==> config.mk <==
export PLATFORM = sky130hd
export DESIGN_NAME = dds_multi_ctrl_flat
export DESIGN_NICKNAME = d
export VERILOG_FILES = /design/src/rtl/dds_multi_ctrl_if.sv /design/src/rtl/dds_multi_ctrl.sv /design/src/flat_wrapper.sv
export SDC_FILE = /design/constraint.sdc
export NUM_CORES = 1
export LEC_CHECK = 0
export ABC_AREA = 0
export BUFFER_PORTS_ARGS = -buffer_cell sky130_fd_sc_hd__buf_2
export CORE_MARGIN = 2
export CORE_UTILIZATION = 40
export CTS_CLUSTER_DIAMETER = 200
export DETAILED_ROUTE_END_ITERATION = 7
export GPL_ROUTABILITY_DRIVEN = 0
export PLACE_DENSITY = 0.6
export SYNTH_ARGS = -nofsm -noshare
export SYNTH_HDL_FRONTEND = slang
export SYNTH_SLANG_ARGS = --single-unit
==> constraint.sdc <==
create_clock -name clk -period 2.84 [get_ports clk]
set_input_delay 0.142 -clock clk [delete_from_list [all_inputs] [get_ports clk]]
set_output_delay 0.142 -clock clk [all_outputs]
set_load 0.02 [all_outputs]
==> src/rtl/dds_multi_ctrl_if.sv <==
// Byte-level link between the SPI slave front end and the DDS controller.
// The SPI side drives received bytes and frame state; the controller returns the next tx byte.
interface dds_multi_ctrl_if;
  logic       frame_active;
  logic [7:0] rx_byte;
  logic       rx_valid;
  logic [7:0] tx_byte;

  modport master (
    output frame_active,
    output rx_byte,
    output rx_valid,
    input  tx_byte
  );

  modport slave (
    input  frame_active,
    input  rx_byte,
    input  rx_valid,
    output tx_byte
  );
endinterface

==> src/rtl/dds_multi_ctrl.sv <==
// Multi-channel DDS controller: SPI command parser, shadow/active frequency words,
// and one phase accumulator per channel feeding a sine-ROM address.
module dds_multi_ctrl #(
  parameter int              NUM_CH        = 2,
  parameter int              FW_W          = 32,
  parameter int              ACC_W         = 32,
  parameter int              ADDR_W        = 12,
  parameter logic [FW_W-1:0] DEFAULT_FWORD = '0
) (
  input  logic                     clk,
  input  logic                     rst,
  dds_multi_ctrl_if.slave          bus,
  output logic [NUM_CH*ADDR_W-1:0] addr_out,
  output logic [NUM_CH-1:0]        wrap_strobe,
  output logic                     err
);

  localparam int FW_BYTES = FW_W / 8;
  localparam int CH_W     = (NUM_CH > 1) ? $clog2(NUM_CH) : 1;
  localparam int CNT_W    = (FW_BYTES > 1) ? $clog2(FW_BYTES) : 1;

  typedef enum logic [1:0] {
    S_IDLE,
    S_WR,
    S_RD,
    S_DROP
  } state_t;

  state_t r_state;
  state_t w_nxt;

  logic [FW_W-1:0]  r_shadow [NUM_CH];
  logic [FW_W-1:0]  r_active [NUM_CH];
  logic [ACC_W-1:0] r_acc    [NUM_CH];
  logic [ACC_W:0]   w_sum    [NUM_CH];
  logic [NUM_CH-1:0] r_wrap;

  logic [CH_W-1:0]  r_ch;
  logic [CNT_W-1:0] r_cnt;
  logic [FW_W-1:0]  r_wbuf;
  logic [FW_W-1:0]  r_rbuf;
  logic [7:0]       r_tx;
  logic             r_err;

  logic [1:0]       w_op;
  logic [3:0]       w_ch;
  logic [CH_W-1:0]  w_chi;
  logic             w_prs;
  logic             w_ch_ok;
  logic             w_is_wr;
  logic             w_is_apl;
  logic             w_is_rd;
  logic             w_bad;
  logic             w_last;
  logic [FW_W-1:0]  w_wshift;

  logic w_cmd_wr;
  logic w_cmd_rd;
  logic w_cmd_apl;
  logic w_cmd_err;
  logic w_wr_byte;
  logic w_rd_byte;

  assign w_op     = bus.rx_byte[7:6];
  assign w_prs    = bus.rx_byte[5];
  assign w_ch     = bus.rx_byte[3:0];
  assign w_chi    = CH_W'(w_ch);
  assign w_ch_ok  = ({1'b0, w_ch} < 5'(NUM_CH));
  assign w_is_wr  = (w_op == 2'b00);
  assign w_is_apl = (w_op == 2'b01);
  assign w_is_rd  = (w_op == 2'b10);
  assign w_bad    = (w_op == 2'b11)
                  | ((w_is_wr | w_is_rd) & ~w_ch_ok);
  assign w_last   = (r_cnt == CNT_W'(FW_BYTES - 1));
  assign w_wshift = (r_wbuf << 8) | FW_W'(bus.rx_byte);

  always_ff @(posedge clk or negedge rst) begin
    if (!rst) r_state <= S_IDLE;
    else      r_state <= w_nxt;
  end

  // Frame end dominates: a byte arriving with frame_active low is dropped.
  always_comb begin
    w_nxt     = r_state;
    w_cmd_wr  = 1'b0;
    w_cmd_rd  = 1'b0;
    w_cmd_apl = 1'b0;
    w_cmd_err = 1'b0;
    w_wr_byte = 1'b0;
    w_rd_byte = 1'b0;
    if (!bus.frame_active) begin
      w_nxt = S_IDLE;
    end else if (bus.rx_valid) begin
      unique case (r_state)
        S_IDLE: begin
          unique case (1'b1)
            w_bad: begin
              w_cmd_err = 1'b1;
              w_nxt     = S_DROP;
            end
            w_is_apl: begin
              w_cmd_apl = 1'b1;
              w_nxt     = S_DROP;
            end
            (w_is_wr & w_ch_ok): begin
              w_cmd_wr = 1'b1;
              w_nxt    = S_WR;
            end
            (w_is_rd & w_ch_ok): begin
              w_cmd_rd = 1'b1;
              w_nxt    = S_RD;
            end
            default: ;
          endcase
        end
        S_WR: begin
          w_wr_byte = 1'b1;
          if (w_last) w_nxt = S_DROP;
        end
        S_RD: begin
          w_rd_byte = 1'b1;
          if (w_last) w_nxt = S_DROP;
        end
        S_DROP: ;
        default: w_nxt = S_IDLE;
      endcase
    end
  end

  always_comb begin
    for (int n = 0; n < NUM_CH; n++) begin
      w_sum[n] = {1'b0, r_acc[n]} + (ACC_W + 1)'(r_active[n]);
    end
  end

  always_ff @(posedge clk or negedge rst) begin
    if (!rst) begin
      for (int n = 0; n < NUM_CH; n++) begin
        r_shadow[n] <= DEFAULT_FWORD;
        r_active[n] <= DEFAULT_FWORD;
        r_acc[n]    <= '0;
      end
      r_wrap <= '0;
      r_ch   <= '0;
      r_cnt  <= '0;
      r_wbuf <= '0;
      r_rbuf <= '0;
      r_tx   <= 8'h00;
      r_err  <= 1'b0;
    end else begin
      r_err <= w_cmd_err;

      if (w_cmd_wr) begin
        r_ch  <= w_chi;
        r_cnt <= '0;
      end

      // Shadow only changes once the final byte lands; aborts leave it intact.
      if (w_wr_byte) begin
        r_wbuf <= w_wshift;
        r_cnt  <= r_cnt + 1'b1;
        if (w_last) r_shadow[r_ch] <= w_wshift;
      end

      if (w_cmd_rd) begin
        r_tx   <= r_active[w_chi][FW_W-1 -: 8];
        r_rbuf <= r_active[w_chi] << 8;
        r_cnt  <= '0;
      end

      if (w_rd_byte) begin
        r_tx   <= w_last ? 8'hA5 : r_rbuf[FW_W-1 -: 8];
        r_rbuf <= r_rbuf << 8;
        r_cnt  <= r_cnt + 1'b1;
      end

      if (w_cmd_apl) begin
        for (int n = 0; n < NUM_CH; n++) begin
          r_active[n] <= r_shadow[n];
        end
      end

      for (int n = 0; n < NUM_CH; n++) begin
        if (w_cmd_apl && w_prs) begin
          r_acc[n]  <= '0;
          r_wrap[n] <= 1'b0;
        end else begin
          r_acc[n]  <= w_sum[n][ACC_W-1:0];
          r_wrap[n] <= w_sum[n][ACC_W];
        end
      end
    end
  end

  for (genvar g = 0; g < NUM_CH; g++) begin : g_addr
    assign addr_out[g*ADDR_W +: ADDR_W] = r_acc[g][ACC_W-1 -: ADDR_W];
  end

  assign wrap_strobe = r_wrap;
  assign err         = r_err;
  assign bus.tx_byte = r_tx;

endmodule

==> src/flat_wrapper.sv <==
// flat-port wrapper written by rule: the top's interface ports become plain ports
module dds_multi_ctrl_flat 
#(
  parameter int              NUM_CH        = 2,
  parameter int              FW_W          = 32,
  parameter int              ACC_W         = 32,
  parameter int              ADDR_W        = 12,
  parameter logic [FW_W-1:0] DEFAULT_FWORD = '0
)
  (clk, rst, addr_out, wrap_strobe, err, bus_frame_active, bus_rx_byte, bus_rx_valid, bus_tx_byte);
  dds_multi_ctrl_if bus_i ();
  input  logic clk;
  input  logic rst;
  output logic [NUM_CH*ADDR_W-1:0] addr_out;
  output logic [NUM_CH-1:0] wrap_strobe;
  output logic err;
  input wire logic [$bits(bus_i.frame_active)-1:0] bus_frame_active;
  input wire logic [$bits(bus_i.rx_byte)-1:0] bus_rx_byte;
  input wire logic [$bits(bus_i.rx_valid)-1:0] bus_rx_valid;
  output wire logic [$bits(bus_i.tx_byte)-1:0] bus_tx_byte;
  assign bus_i.frame_active = bus_frame_active;
  assign bus_i.rx_byte = bus_rx_byte;
  assign bus_i.rx_valid = bus_rx_valid;
  assign bus_tx_byte = bus_i.tx_byte;
  dds_multi_ctrl #(.NUM_CH(NUM_CH), .FW_W(FW_W), .ACC_W(ACC_W), .ADDR_W(ADDR_W), .DEFAULT_FWORD(DEFAULT_FWORD)) u_core (.clk(clk), .rst(rst), .bus(bus_i), .addr_out(addr_out), .wrap_strobe(wrap_strobe), .err(err));
endmodule
==> results by group <==
Drt
  • Drt wl/cell: 19.0 µm
  • Final ANT Viol Nets: 0
  • Final WL: 32900 µm
  • # DRC: 0
  • Avg Vias per Cell: 5.45
  • Pre-antenna DRT Iters: 5
  • DR iter-0 viols: 517
  • Vias: 9456

GRT
  • First-pass GRT wire length: 52800 µm
  • GRT Util Overall: 0.189
  • Initial antenna violation count: 0
  • Vias in the first global route: 9498
  • Pin count of the biggest net entering global routing: 89
  • GRT overflow: 0

Synth
  • Yosys Warn Count: 0
  • Sequential area share after synthesis: 0.476
  • Area contributors post-synth: dfrtp_1 (48%), mux2_2 (13%), ha_1 (6.3%)
  • Netlist cell types: 74
  • Synthesized area per cell: 11.0 µm²
  • Number of enable flip-flop cells after synthesis: 0
  • Synth top area share: 0.476
  • Ys flop type: dfrtp_1
  • Mapped Area: 13500 µm²
  • Mapped Cells: 1228
  • Post-Synthesis Net Count: 1310
  • Most area-hungry cell type in the Yosys netlist: dfrtp_1
  • Asr flop ratio synth: 1.00
  • Synthesized flop and latch total: 256

Layout
  • Fillers: 3161
  • Share of layout cells above drive strength 1: 0.241
  • Non-Filler Instances: 1736
  • ANT cells: 0
  • Fin area: 15300 µm²
  • Area Growth Syn to Fin: 13.4%
  • Fin nets: 1348

Floorplanning
  • Die area: 35100 µm²
  • Die Width: 187 µm
  • # IOs: 47
  • Initial Util: 0.403
  • Die height: 187 µm
  • FP Rows: 67
  • Core ar.: 33400 µm²

Run status
  • Status: finished, final reports clean

STA
  • Final slew viol count: 0
  • Worst Clk Skew: 0.0163 ns
  • Fin crit share: 0.952
  • Relative max-transition margin: 0.503
  • Crit path time final: 2.70 ns
  • Final WS setup: 0.137 ns
  • Final hold slack: 0.0684 ns
  • Actual slew at the worst max-slew pin: 0.746 ns
  • Achievable frequency: 0.370 GHz
  • Final setup violating endpoints: 0
  • Final hold violation count: 0

Pwr
  • Power per cell area: 798 nW/µm²
  • Peak supply drop: 0.534 mV
  • Pleak: 7.46 nW

Setup path
  • RR Startpoint: u_core.r_active[32]
  • Crit-path max FO: 4
  • Worst reg2reg path depth: 10
  • Worst EP arrival: 3.12 ns
  • Worst Setup End Kind: flop
  • Critical Path Start Type: flop
  • Slowest cell delay on critical path: 0.51 ns
  • R2r setup slk: 0.14 ns
  • Crit-path slowest cell: a2111oi_4
  • CP Class: reg -> reg
  • Reg2Reg Capture Point: u_core.addr_out[10]
  • Crit path cell chain: ha_2 -> inv_1 -> fa_2 -> nor2b_2 -> o211ai_1 -> a2111oi_4 -> nor4b_4 -> o21ai_0 -> o221ai_1 -> mux2i_1
  • Req. time, crit path: 3.26 ns

Place
  • Buffers on Ports: 46
  • Inst Count DP: 1670
  • Hpwl dp: 24200 µm
  • Setup WS pre-CTS: 0.0811 ns
  • Post-Place Cell Area: 14100 µm²

Worst hold path
  • HP Class: in -> reg
  • WHS Endpoint: u_core.bus.tx_byte[6]
  • Worst hold stages: 3
  • Hold path start: bus_rx_byte[0]

Clock tree
  • Clk slew on worst S/H paths: 0.06 ns
  • Clk sinks: 256
  • Clock buffer depth: 3
  • CTS tree: yes
  • H-tree Lvls: 1
  • Later-pin clock latency in the skew report: 0.54 ns
  • CTS Buf Count: 28
  • CTS root buf: clkbuf_16

Flow run
  • Max Cap Viol: 0
-- Yosys cell counts (all sizes together) (17+ instances only) --
master and count:
o21ai 59, o22ai 17, nor2 86, inv 24
nand2 90, buf 49, xor2 19, mux2i 36
nand3 20, mux2 156, a21oi 102, ha 68
clkbuf 29, a21o 32, dfrtp 256
-- layer usage --
layer,wire length (µm),part of all wire,up-vias,track usage
met5,0,0,-,0
met2,16200,0.49,198,0.327
met1,14800,0.45,4693,0.254
met3,1290,0.039,43,0.0205
li1,-,-,4522,-
met4,654,0.020,0,0.0454
-- worst max-delay path, delay by kind of cell, from the launching register on --
kind / cells / cell delay [ns]
AOI/OAI and AO/OA: 4 / 1.19
buffers and inverters: 1 / 0.06
and+or+nand+nor: 2 / 0.25
DFF: 1 / 0.37
adders and majority gates: 2 / 0.56
muxes: 1 / 0.14
-- layout make-up --
class,count,area [µm²],share of cell area
timing repair buffer,86,613,0.0402
multi-input combinational,870,6570,0.430
clock inverter,19,249,0.0163
inverter,24,90.1,0.00590
tap,448,561,0.0367
sequential,256,6410,0.420
clock buffer,33,771,0.0505
-- cell families after synthesis --
kind of cell	count (synthesis)	synth area share
XOR/XNOR	35	0.0228
flip-flops	256	0.476
buffers and inverters	102	0.0380
AO/OA/AOI/OAI	297	0.141
adder cells (fa/ha/maj)	70	0.0662
AND/OR/NAND/NOR	276	0.0983
multiplexers	192	0.157
-- power by group --
group | internal (mW) | switching [mW] | leakage (nW)
registers | 4.49 | 0.691 | 3.42
clock network | 2.41 | 1.54 | 0.493
logic | 1.30 | 1.74 | 3.55
total | 8.21 | 3.98 | 7.46
-- layout by cell type, fill, tap and decap left out, types with 8 or more instances in the layout --
cell / n
ha_1: 66
nand4_1: 10
dfrtp_1: 256
buf_2: 45
o211ai_1: 9
and2_1: 9
nand3_1: 19
a31oi_1: 10
o21ai_0: 46
o21ai_1: 12
clkbuf_16: 29
nand2b_1: 8
o21a_1: 12
nand2_1: 90
nor2_1: 86
nor3_1: 15
dlygate4sd3_1: 9
inv_1: 24
xor2_1: 19
buf_4: 27
a21oi_1: 100
o22ai_1: 17
xnor2_1: 16
a21o_1: 32
mux2i_1: 36
mux2_2: 156
-- worst max path at each step --
stage / startpoint / endpoint / slack [ns] / cells after the start
6_report: u_core.r_active[32] / u_core.addr_out[10] / 0.14 / 10
5_1_grt: u_core.r_active[32] / u_core.wrap_strobe[0] / -0.006 / 10
4_1_cts: u_core.r_active[32] / u_core.wrap_strobe[0] / 0.05 / 10
3_5_place_dp: u_core.r_active[32] / u_core.wrap_strobe[0] / 0.08 / 10
3_3_place_gp: u_core.r_active[32] / u_core.wrap_strobe[0] / 0.08 / 10
2_1_floorplan: u_core.r_active[32] / u_core.wrap_strobe[0] / 0.36 / 10
-- repair_timing --
action / in CTS / in global routing
endpoints found under the hold margin: 103 / 0
buffers inserted: 0 / 5
gates resized for setup: 0 / 6
setup endpoints to repair: 0 / 5
hold buffers: 9 / 0
-- per-stage QoR --
stage	total power [mW]	utilization	TNS, ns
final	12.2	0.457	0
after global routing	12.9	0.457	-0.00574
after detailed placement	8.27	0.422	0
after global placement	8.19	0.422	0
after floorplan	7.42	-	0
after CTS	12.3	0.456	0
-- registers in the layout, indices dropped and copies added (netlist names) --
register and cells:
u_core.addr_out 24, u_core.r_cnt 2, u_core.r_ch 1, u_core.bus.tx_byte 8, u_core.r_rbuf 24, u_core.err 1, u_core.r_active 64, u_core.r_state 2
u_core.r_wbuf 24, u_core.wrap_strobe 2, u_core.r_acc 40, u_core.r_shadow 64
No activity file was read; power rests on OpenSTA's default activity.
